$ cat src/rtl/fetch_pkg.sv
// rtl/fetch_pkg.sv - shared constants and types for the instruction-fetch slice
package fetch_pkg;

    localparam int          XLEN             = 32;
    localparam int          ILEN             = 32;
    localparam logic [31:0] INSTR_ALIGN_MASK = 32'hFFFF_FFFC;
    localparam logic [31:0] PC_INC           = 32'd4;

    typedef struct packed {
        logic [XLEN-1:0] pc;
        logic [ILEN-1:0] instr;
    } fetch_entry_t;

endpackage

$ cat src/rtl/fetch_fifo.sv
// rtl/fetch_fifo.sv - generic synchronous circular FIFO with single-cycle flush
//
// Ports:
//   clk, rst     : clock, asynchronous active-high reset
//   flush        : drops all entries (rd_ptr jumps to wr_ptr); overrides push/pop
//   push, din    : write din at wr_ptr; caller guarantees the FIFO is not full
//   pop          : advance rd_ptr; ignored while empty
//   dout         : head entry, zero while empty
//   count        : number of entries held
module fetch_fifo #(
    parameter int WIDTH = 64,
    parameter int DEPTH = 4
) (
    input  logic                       clk,
    input  logic                       rst,
    input  logic                       flush,
    input  logic                       push,
    input  logic [WIDTH-1:0]           din,
    input  logic                       pop,
    output logic [WIDTH-1:0]           dout,
    output logic [$clog2(DEPTH):0]     count
);

    localparam int PW = $clog2(DEPTH);
    localparam int CW = $clog2(DEPTH) + 1;

    logic [WIDTH-1:0] r_mem [DEPTH];
    logic [PW-1:0]    r_rd_ptr;
    logic [PW-1:0]    r_wr_ptr;
    logic [CW-1:0]    r_count;

    logic w_push;
    logic w_pop;

    assign w_push = push && !flush;
    assign w_pop  = pop && !flush && (r_count != '0);

    always_ff @(posedge clk) begin
        if (w_push) begin
            r_mem[r_wr_ptr] <= din;
        end
    end

    always_ff @(posedge clk or posedge rst) begin
        if (rst) begin
            r_rd_ptr <= '0;
            r_wr_ptr <= '0;
            r_count  <= '0;
        end else if (flush) begin
            // Keep wr_ptr where it is so the storage position sequence is
            // continuous; emptiness comes from rd_ptr catching up.
            r_rd_ptr <= r_wr_ptr;
            r_count  <= '0;
        end else begin
            if (w_push) begin
                r_wr_ptr <= r_wr_ptr + PW'(1);
            end
            if (w_pop) begin
                r_rd_ptr <= r_rd_ptr + PW'(1);
            end
            if (w_push && !w_pop) begin
                r_count <= r_count + CW'(1);
            end else if (!w_push && w_pop) begin
                r_count <= r_count - CW'(1);
            end
        end
    end

    assign dout  = (r_count != '0) ? r_mem[r_rd_ptr] : '0;
    assign count = r_count;

endmodule

$ cat src/rtl/fetch_prefetch.sv
// rtl/fetch_prefetch.sv - decoupled fetch stage: PC, credit-based issue, prefetch queue
//
// Ports:
//   clk, rst                   : clock, asynchronous active-high reset
//   redirect_valid/redirect_pc : EX redirect; flushes queue and in-flight response
//   imem_req/imem_addr         : one word-aligned request per cycle to latency-1 memory
//   imem_rvalid/imem_rdata     : memory response, one cycle after the request
//   out_valid/out_ready        : handshake of the queue head towards decode
//   out_pc/out_instr           : head entry, zero while the queue is empty
//   occupancy                  : entries currently buffered
module fetch_prefetch
    import fetch_pkg::*;
#(
    parameter int               XLEN     = fetch_pkg::XLEN,
    parameter int               DEPTH    = 4,
    parameter logic [XLEN-1:0]  RESET_PC = '0
) (
    input  logic                    clk,
    input  logic                    rst,
    input  logic                    redirect_valid,
    input  logic [XLEN-1:0]         redirect_pc,
    output logic                    imem_req,
    output logic [XLEN-1:0]         imem_addr,
    input  logic                    imem_rvalid,
    input  logic [XLEN-1:0]         imem_rdata,
    output logic                    out_valid,
    input  logic                    out_ready,
    output logic [XLEN-1:0]         out_pc,
    output logic [XLEN-1:0]         out_instr,
    output logic [$clog2(DEPTH):0]  occupancy
);

    localparam int CW = $clog2(DEPTH) + 1;

    logic [XLEN-1:0]   r_fetch_pc;
    logic [XLEN-1:0]   r_req_pc;
    logic              r_inflight;

    logic [CW-1:0]     w_count;
    logic [CW:0]       w_credit_used;
    logic              w_push;
    logic              w_pop;
    logic [2*XLEN-1:0] w_head;
    logic [XLEN-1:0]   w_pc_inc;
    logic [XLEN-1:0]   w_redirect_target;

    assign w_pc_inc          = XLEN'(PC_INC);
    assign w_redirect_target = redirect_pc & ~(w_pc_inc - XLEN'(1));

    // An outstanding request already owns a queue slot, so it is counted
    // against the free space before another request may go out.
    assign w_credit_used = {1'b0, w_count} + {{CW{1'b0}}, r_inflight};

    // Gated by rst so the request drops as soon as reset is asserted,
    // not at the next edge.
    assign imem_req  = !rst && !redirect_valid && (w_credit_used < (CW+1)'(DEPTH));
    assign imem_addr = r_fetch_pc;

    assign out_valid = (w_count != '0);
    assign w_push    = imem_rvalid && !redirect_valid;
    assign w_pop     = out_valid && out_ready && !redirect_valid;

    always_ff @(posedge clk or posedge rst) begin
        if (rst) begin
            r_fetch_pc <= RESET_PC;
            r_req_pc   <= '0;
            r_inflight <= 1'b0;
        end else if (redirect_valid) begin
            r_fetch_pc <= w_redirect_target;
            r_inflight <= 1'b0;
        end else begin
            r_inflight <= imem_req;
            if (imem_req) begin
                r_req_pc   <= r_fetch_pc;
                r_fetch_pc <= r_fetch_pc + w_pc_inc;
            end
        end
    end

    fetch_fifo #(
        .WIDTH (2*XLEN),
        .DEPTH (DEPTH)
    ) u_fifo (
        .clk   (clk),
        .rst   (rst),
        .flush (redirect_valid),
        .push  (w_push),
        .din   ({r_req_pc, imem_rdata}),
        .pop   (w_pop),
        .dout  (w_head),
        .count (w_count)
    );

    assign out_pc    = w_head[2*XLEN-1:XLEN];
    assign out_instr = w_head[XLEN-1:0];
    assign occupancy = w_count;

endmodule

$ cat config.mk
export PLATFORM = sky130hd
export DESIGN_NAME = fetch_prefetch
export DESIGN_NICKNAME = d
export VERILOG_FILES = /design/src/rtl/fetch_pkg.sv /design/src/rtl/fetch_fifo.sv /design/src/rtl/fetch_prefetch.sv
export SDC_FILE = /design/constraint.sdc
export NUM_CORES = 1
export LEC_CHECK = 0
export BUFFER_PORTS_ARGS = -buffer_cell sky130_fd_sc_hd__buf_2
export CAP_MARGIN = 10
export CORE_UTILIZATION = 52
export DETAILED_ROUTE_END_ITERATION = 16
export PLACE_DENSITY = 0.86
export SYNTH_ARGS = -nofsm -noshare
export SYNTH_HDL_FRONTEND = slang
export SYNTH_SLANG_ARGS = --single-unit
$ cat constraint.sdc
create_clock -name clk -period 2.6 [get_ports clk]
set_input_delay 0.52 -clock clk [delete_from_list [all_inputs] [get_ports clk]]
set_output_delay 0.52 -clock clk [all_outputs]
set_load 0.005 [all_outputs]
==> metrics <==
initial antenna violation count 2; maximum VDD drop 489 uV; first-pass GRT wire length 43.1 mm; Worst Tran Pin Value 0.821 ns; Reg area 9160 um2; Tcrit/Tclk final 101%; Core Region 23800 um2; post-synthesis register bit count 316; Setup crit end kind output pin; multiplexer area fraction after synthesis 11.3%; htree depth 2; Num CTS Buffers 34; failing checks negative hold slack, negative setup slack; die width 159 um; ys flop type edfxtp_1; ranking of synthesized cells by area edfxtp_1, dfrtp_1, mux4_2; minimum clock period 2.62 ns; most common cell in the netlist edfxtp_1; Layout Cells excl Fill 1332; Buffers on Ports 163; Nets 1061; Initial DRC Count 777; Top delay family on crit path multiplexers; Distinct cells, synth 51; routed wire length 29.4 mm; WP data required 2.08 ns; Post-Synth Simple-Gate Area 10.2%; RSZ-0062 raised after global routing true; worst rel slew slack 45.1%; Worst Skew 0.00815 ns; Worst EP arrival 2.10 ns; Post-DRT Antenna Nets 0; GRT Overall Usage 23.2%; grt total ovfl 0; num rows 56; critical path buffer and inverter count 3; Max clock buf depth 3; Max Freq 0.381 GHz; Hold WS -0.000644 ns; clock sink count 316; full die area 25200 um2; Critical Path Slowest Stage Cell mux4_2; vias after detailed routing 7716; CTS Root Cell clkbuf_16; Placed Cells 1251; crit path max fanout 6; pin count of the biggest net entering global routing 55; # DRC 0; Final setup viols 10; initial core utilization 53.7%; Hold/Removal Path Class in -> async; pwr dens 1050 nW/um2; largest family of logic cells by synthesized area multiplexers; share of cells above drive strength 1 37.2%; IO Pins 170; Lkg Pwr 6.05 nW; Post-synth EDFFs 248; WL per Instance 22.1 um; synthesized area per cell 16.3 um2; critical path class reg -> out; CP max stage delay 0.49 ns; drt first pass iters 5; multi-input logic area 3450 um2; synthesis-to-finish area growth 24.3%; Synth async-reset ratio 21.5%; via/cell ratio 5.79; status complete, but fails checks; Clock Latency Late Sink 0.51 ns; die height 159 um; Fin. Hold Viols 1; Placer Congestion 0.910; Synth top area share 58.4%; CTS tree done; area leader, netlist edfxtp_1; max-cap violations 0; final slew viol count 0; Synth Area in XOR/XNOR 0.412%; Critical Path, Cell by Cell buf_4, buf_12, mux4_2, and2_1, buf_2; hold buffers post-CTS 0; Synth top cells by count edfxtp_1, nand2_1, and2_1; Mapped Cells 780; fin worst setup slack -0.0249 ns; yosys warns 0; Worst setup SP type register; vias in the first global route 7682; post-synthesis sequential area ratio 71.7%; fillcell total 1583; post-DP HPWL 16.9 mm; clock-pin slew on the worst setup and hold paths 0.06 ns; Synth Area in Adders 0.648%; Mapped Area 12800 um2; post-synthesis compound-gate area fraction 3.61%
[sequential cells by signal, indices dropped and copies added, names as in the netlist]
register and count:
u_fifo.r_wr_ptr 2, u_fifo.r_rd_ptr 2, r_inflight 1, u_fifo.count 3, r_req_pc 30, u_fifo.r_mem 248
imem_addr 30
[kinds of logic after synthesis]
logic type,count (synthesis)
DFF,316
and+or+nand+nor,262
AOI/OAI and AO/OA,67
muxes,66
buffers and inverters,56
adders and majority gates,6
xor gates and xnor gates,6
other,1
[report_power, final]
group	switching (mW)	leakage (nW)	internal, mW
clock	1.92	0.556	2.96
combinational	2.16	2.39	2.84
sequential	0.449	3.10	6.29
[layout by cell type, fill, tap and decap left out, types with 15 or more instances in the layout]
cell type,count
and2_1,32
and2_4,41
buf_12,15
buf_2,133
buf_4,21
buf_6,35
clkbuf_16,38
dfrtp_1,64
edfxtp_1,248
mux4_2,62
nand2_1,118
nand3_1,20
o21ai_0,22
[worst reg2reg max path: stages (launching register included)]
cell	delay [ns]
dfrtp_1	0.45
nand3_1	0.21
nor3_1	0.45
nand4_1	0.36
or4_1	0.50
nand3_1	0.09
[layout make-up]
type                    instances  share of cell area (%)
clock buffers                  39                    5.62
clock inverters                22                    1.48
repair buffers                209                    10.4
well taps                     319                    2.52
flip-flops and latches        316                    57.8
inverters                      14                   0.332
diodes                          2                  0.0316
multi-input cells             411                    21.8
[repair_timing]
action,in CTS,in global routing
setup endpoints to repair,58,57
cloned,1,4
setup buffers,5,8
pin swaps,6,8
gates resized for setup,6,70
[stage by stage]
stage	util, %	setup TNS (ns)	area, um2	power, mW	worst slack [ns]
2_1_floorplan	-	0	12800	9.06	0.345
3_3_place_gp	59.7	0	14200	10.6	0.422
3_5_place_dp	59.7	0	14200	10.7	0.403
4_1_cts	64.8	-0.261	15400	15.8	-0.0170
5_1_grt	66.7	-2.46	15800	17.3	-0.0774
6_report	66.7	-0.112	15800	16.6	-0.0249
[per-layer routing]
metal	track usage, %	part of all wire, %	wire length [um]
met1	31.0	40	11700
met5	0	0	0
met2	37.8	50	14700
met3	6.07	8.4	2480
met4	6.18	1.8	519
[final timing paths]
| check | start | end | slack (ns) | depth (start not counted) |
|---|---|---|---|---|
| min in group clk | redirect_pc[12] | imem_addr[12] | 0.22 | 2 |
| max | u_fifo.r_rd_ptr[0] | out_pc[19] | -0.02 | 5 |
| max reg2reg | imem_addr[14] | imem_addr[28] | 0.48 | 5 |
| min reg2reg | r_req_pc[21] | u_fifo.r_mem[1][53] | 0.52 | 0 |
| min | rst | imem_addr[29] | -0.0006 | 2 |
| max in group asynchronous | rst | u_fifo.r_rd_ptr[0] | 1.97 | 3 |
Note: power is estimated with default switching activity, not from simulation.
